File: src/rtl/mms_stream.sv
// ----------------------------------------------------------------------------
// mms_stream
//
// Streaming min/max selector. Accepts one WIDTH-bit sample per cycle over a
// frame of up to NUM_IN samples and reports the frame's maximum (select=0) or
// minimum (select=1) together with the frame-relative index of that sample.
// Ties keep the earliest index. Frames end on in_last or after NUM_IN samples;
// a new frame may start in the cycle right after the completing sample.
//
// Parameters:
//   WIDTH   sample/result width in bits
//   NUM_IN  maximum samples per frame (>= 1)
//   SIGNED  0 = unsigned compare, 1 = two's-complement compare
//   IDX_W   derived index width, max(1, clog2(NUM_IN)); not overridable
//
// Ports:
//   clk         rising-edge clock
//   reset       synchronous active-high reset, highest priority
//   in_valid    sample present (no backpressure, always accepted)
//   in_data     sample value
//   in_select   0 = max, 1 = min; sampled with the frame's first sample only
//   in_last     final sample of a short frame (qualified by in_valid)
//   out_valid   one-cycle pulse, frame result available
//   result      selected value of the last completed frame (held)
//   result_idx  index of the selected sample within its frame (held)
// ----------------------------------------------------------------------------
module mms_stream #(
    parameter int WIDTH  = 8,
    parameter int NUM_IN = 4,
    parameter int SIGNED = 0,
    localparam int IDX_W = (NUM_IN > 1) ? $clog2(NUM_IN) : 1
) (
    input  logic             clk,
    input  logic             reset,
    input  logic             in_valid,
    input  logic [WIDTH-1:0] in_data,
    input  logic             in_select,
    input  logic             in_last,
    output logic             out_valid,
    output logic [WIDTH-1:0] result,
    output logic [IDX_W-1:0] result_idx
);

    // count has to represent 0..NUM_IN, one more value than the index range
    localparam int               CNT_W    = $clog2(NUM_IN + 1);
    localparam logic [CNT_W-1:0] LAST_CNT = CNT_W'(NUM_IN - 1);
    localparam bit               ONE_DEEP = (NUM_IN == 1);

    typedef enum logic {
        IDLE,
        ACC
    } state_t;

    state_t           state_q, state_d;
    logic [WIDTH-1:0] acc_q, acc_d;
    logic [IDX_W-1:0] idx_q, idx_d;
    logic [CNT_W-1:0] count_q, count_d;
    logic             mode_q, mode_d;
    logic             done;
    logic             in_gt, in_lt, better;

    // Strict compare only, so an equal later sample never displaces the
    // stored one and the earliest index wins ties in both modes.
    always_comb begin
        if (SIGNED != 0) begin
            in_gt = $signed(in_data) > $signed(acc_q);
            in_lt = $signed(in_data) < $signed(acc_q);
        end else begin
            in_gt = in_data > acc_q;
            in_lt = in_data < acc_q;
        end
        better = mode_q ? in_lt : in_gt;
    end

    always_comb begin
        state_d = state_q;
        acc_d   = acc_q;
        idx_d   = idx_q;
        count_d = count_q;
        mode_d  = mode_q;
        done    = 1'b0;

        if (in_valid) begin
            case (state_q)
                IDLE: begin
                    acc_d   = in_data;
                    idx_d   = '0;
                    mode_d  = in_select;
                    count_d = CNT_W'(1);
                    if (in_last || ONE_DEEP) begin
                        done    = 1'b1;
                        count_d = '0;
                    end else begin
                        state_d = ACC;
                    end
                end
                ACC: begin
                    if (better) begin
                        acc_d = in_data;
                        idx_d = count_q[IDX_W-1:0];
                    end
                    count_d = count_q + CNT_W'(1);
                    // Completion at NUM_IN is forced regardless of in_last.
                    if (in_last || (count_q == LAST_CNT)) begin
                        done    = 1'b1;
                        count_d = '0;
                        state_d = IDLE;
                    end
                end
                default: begin
                    state_d = IDLE;
                    count_d = '0;
                end
            endcase
        end
    end

    always_ff @(posedge clk) begin
        if (reset) begin
            state_q    <= IDLE;
            acc_q      <= '0;
            idx_q      <= '0;
            count_q    <= '0;
            mode_q     <= 1'b0;
            out_valid  <= 1'b0;
            result     <= '0;
            result_idx <= '0;
        end else begin
            state_q   <= state_d;
            acc_q     <= acc_d;
            idx_q     <= idx_d;
            count_q   <= count_d;
            mode_q    <= mode_d;
            out_valid <= done;
            // Next-state values already include the completing sample.
            if (done) begin
                result     <= acc_d;
                result_idx <= idx_d;
            end
        end
    end

endmodule

File: config.mk
export PLATFORM = sky130hd
export DESIGN_NAME = mms_stream
export DESIGN_NICKNAME = d
export VERILOG_FILES = /design/src/rtl/mms_stream.sv
export SDC_FILE = /design/constraint.sdc
export NUM_CORES = 1
export LEC_CHECK = 0
export BUFFER_PORTS_ARGS = -buffer_cell sky130_fd_sc_hd__buf_4
export CAP_MARGIN = 15
export CORE_ASPECT_RATIO = 1.2
export CORE_MARGIN = 1.5
export CORE_UTILIZATION = 58
export CTS_BUF_LIST = sky130_fd_sc_hd__clkbuf_16
export CTS_CLUSTER_DIAMETER = 120
export DETAILED_ROUTE_END_ITERATION = 7
export PLACE_DENSITY = 0.88
export SKIP_LAST_GASP = 1
export SLEW_MARGIN = 20
export SYNTH_ARGS = -nofsm -noshare
export SYNTH_HDL_FRONTEND = slang
export SYNTH_SLANG_ARGS = --single-unit
File: constraint.sdc
create_clock -name clk -period 4.1 [get_ports clk]
set_input_delay 0.205 -clock clk [delete_from_list [all_inputs] [get_ports clk]]
set_output_delay 0.205 -clock clk [all_outputs]
set_load 0.01 [all_outputs]
==> flow_metrics.py <==
metrics = {
    "status": {
        "status": "complete, no violations",
    },
    "clocking": {
        "postCtsHoldBufs": 0,
        "root_buffer": "clkbuf_16",
        "cts_max_path_buffers": 2,
        "htreeDepth": 1,
        "cts_tree": "built",
        "cts_made_buffers": 3,
        "clk_latency_ps": 260,
        "cts.clk_slew.worst_paths_ps": 60,
        "clock_sinks": 26,
        "cts_resized": 0,
        "post_cts_buffers": 0,
    },
    "detailed_routing": {
        "initialDrtViolationCount": 17,
        "wl_met2_mm": 1.57,
        "wl_mm": 3.01,
        "m1WireLength_mm": 1.26,
        "wl_met3_um": 129,
        "drc_errors": 0,
        "top_layer": "met4",
        "num_vias": 1215,
        "ant_nets": 0,
        "wl_per_cell_um": 15.3,
        "drt_first_pass_iters": 4,
        "avgViaCountPerCell": 6.17,
    },
    "sta": {
        "slew_viol_final": 0,
        "holdWs_ps": 216,
        "tightest_slew_ps": 895,
        "finalCritPeriodShare_pct": 60.8,
        "hold_viol": 0,
        "min_period_ps": 2490,
        "max_slew_margin_pct": 40.3,
        "skew_ps": 5.38,
        "fmax_mhz": 401,
        "finalSetupViolations": 0,
        "rsz0062_at_grt": "no",
        "final.setup.tns_ps": 0,
    },
    "synth": {
        "yosysWarnings": 0,
        "synth_nets": 171,
        "yosysTopAreaCell": "dfxtp_1",
        "avgSynthCellArea_um2": 8.98,
        "synth-seq-cells": 26,
        "seq_area_frac_synth_pct": 39.2,
        "synth_cell_types": 32,
        "synthCells": 148,
        "synth.area.top_cells": "dfxtp_1 (39%), ha_1 (9.4%), mux2i_1 (6.8%)",
        "synth_top_area_share_pct": 39.2,
        "synth_area_um2": 1330,
    },
    "grt": {
        "grt_pass1_wl_mm": 4.97,
        "grt_max_degree": 19,
        "antenna_found_initial": 0,
        "overflow": 0,
        "grt_pass1_vias": 1181,
        "grt.total_usage_pct": 25.7,
    },
    "setup_path": {
        "cp-end-kind": "flop",
        "critical_path_class": "reg -> reg",
        "crit_fanout": 16,
        "cp.arrival_ps": 2600,
        "worstReg2RegStart": "acc_q[1]",
        "required_ps": 4210,
        "r2r_end": "result[6]",
        "cp-startpoint": "acc_q[1]",
        "rr_worst_depth": 8,
        "rrSetupSlack_ps": 1610,
        "critPathLaunchType": "flop",
        "endpoint": "result[6]",
    },
    "placed_design": {
        "place_congestion": 0.814,
        "dpl.cell_count": 193,
        "hpwl_mm": 2.05,
        "portBuffers": 23,
    },
    "min_path": {
        "worstHoldPathType": "in -> reg",
    },
    "finish": {
        "n_fill_cell": 176,
        "fin_nets": 191,
        "instances_no_fill": 197,
        "areaGrowthSynthToFinish_pct": 19.1,
        "drive_gt1_share_pct": 19.2,
        "final_common_cell": "dfxtp_1",
        "final-seq-area_um2": 520,
        "layout_common_cells": "dfxtp_1 (26), buf_4 (23), a21oi_1 (15)",
        "fin_util_pct": 74.8,
        "multi_input_area_um2": 724,
        "antennaDiodeCount": 0,
    },
    "floorplan": {
        "core_um2": 2120,
        "fp-row-count": 18,
        "dieWidth_um": 46.7,
        "dieArea_um2": 2590,
        "die_height_um": 55.4,
        "io_pins": 24,
        "initial_core_util_pct": 62.8,
    },
    "power_and_ir_drop": {
        "irDropWorstVdd_uv": 271,
        "p_leak_nw": 0.681,
        "power_density_nw_per_um2": 375,
    },
    "run": {
        "max-cap-violations": 0,
    },
}
[routing by layer]
layer	GRT usage [%]	vias up
li1	-	586
met1	30.3	574
met2	44.2	48
met3	3.27	7
met4	11.1	0
met5	0	-
[report_power, final]
group          switching [mW]  internal, mW  leakage, nW
sequential            0.00889         0.266        0.213
clock                  0.0836         0.130       0.0385
combinational          0.0586        0.0456        0.429
[cell families (layout without fill, tap and decap cells)]
logic type	after synthesis	in the layout	share of synthesized area (%)
compound gates	48	48	23.3
buf+inv	21	40	6.50
flops	26	26	39.2
mux	11	11	8.47
simple gates	32	32	13.2
fa+ha+maj	10	10	9.42
[critical path, cell delays in order (launching register included)]
cell       delay, ps
dfxtp_1          320
inv_1             60
ha_1             280
nor2b_1          140
o211ai_1         230
a21oi_1          160
o2111ai_2        760
mux2i_1          290
a21oi_1          100
[Yosys cell counts]
library cell	number
and4_4	1
a21oi_2	1
mux2_1	1
mux2i_1	9
clkbuf_1	7
a22o_1	1
mux2_2	1
a22oi_1	1
dfxtp_1	26
and2_1	1
clkinv_1	1
o31ai_1	7
nand4_1	9
o2111ai_2	1
a21oi_1	15
a21o_1	1
nor4_1	2
o32ai_1	2
o211a_2	1
or3_1	2
nor3_1	3
ha_1	10
buf_6	1
o211ai_1	3
nand3b_1	1
o21ai_0	12
nand2_1	7
a32oi_1	1
nor2b_1	2
inv_1	12
o21a_1	2
nor2_1	4
[how the worst min path moves through the flow]
stage	start	to	slack [ps]	cells past startpoint
2_1_floorplan	in_data[0]	acc_q[0]	360	2
3_3_place_gp	result_idx[1]	result_idx[1]	450	2
3_5_place_dp	result_idx[1]	result_idx[1]	470	2
4_1_cts	in_data[6]	acc_q[6]	220	3
5_1_grt	in_data[4]	acc_q[4]	230	3
6_report	in_data[0]	acc_q[0]	220	3
[stage by stage]
stage	setup slack (ps)	area [um2]	power, mW
after global placement	1750	1500	0.377
after global routing	1430	1580	0.620
final	1610	1580	0.593
after detailed placement	1700	1500	0.381
after floorplan	2010	1330	0.348
after CTS	1600	1580	0.595
[registers in the layout (all words and copies together) (netlist names)]
register    cells
acc_q           8
count_q         3
idx_q           2
mode_q          1
out_valid       1
result          8
result_idx      2
state_q         1
[cell type report]
| type | count | share of cell area, % |
|---|---|---|
| flip-flops and latches | 26 | 32.9 |
| clock inverters | 1 | 0.237 |
| well taps | 30 | 2.37 |
| repair buffers | 23 | 10.9 |
| inverters | 13 | 3.08 |
| multi-input cells | 101 | 45.8 |
| clock buffers | 3 | 4.74 |
No activity file was read; power rests on OpenSTA's default activity.
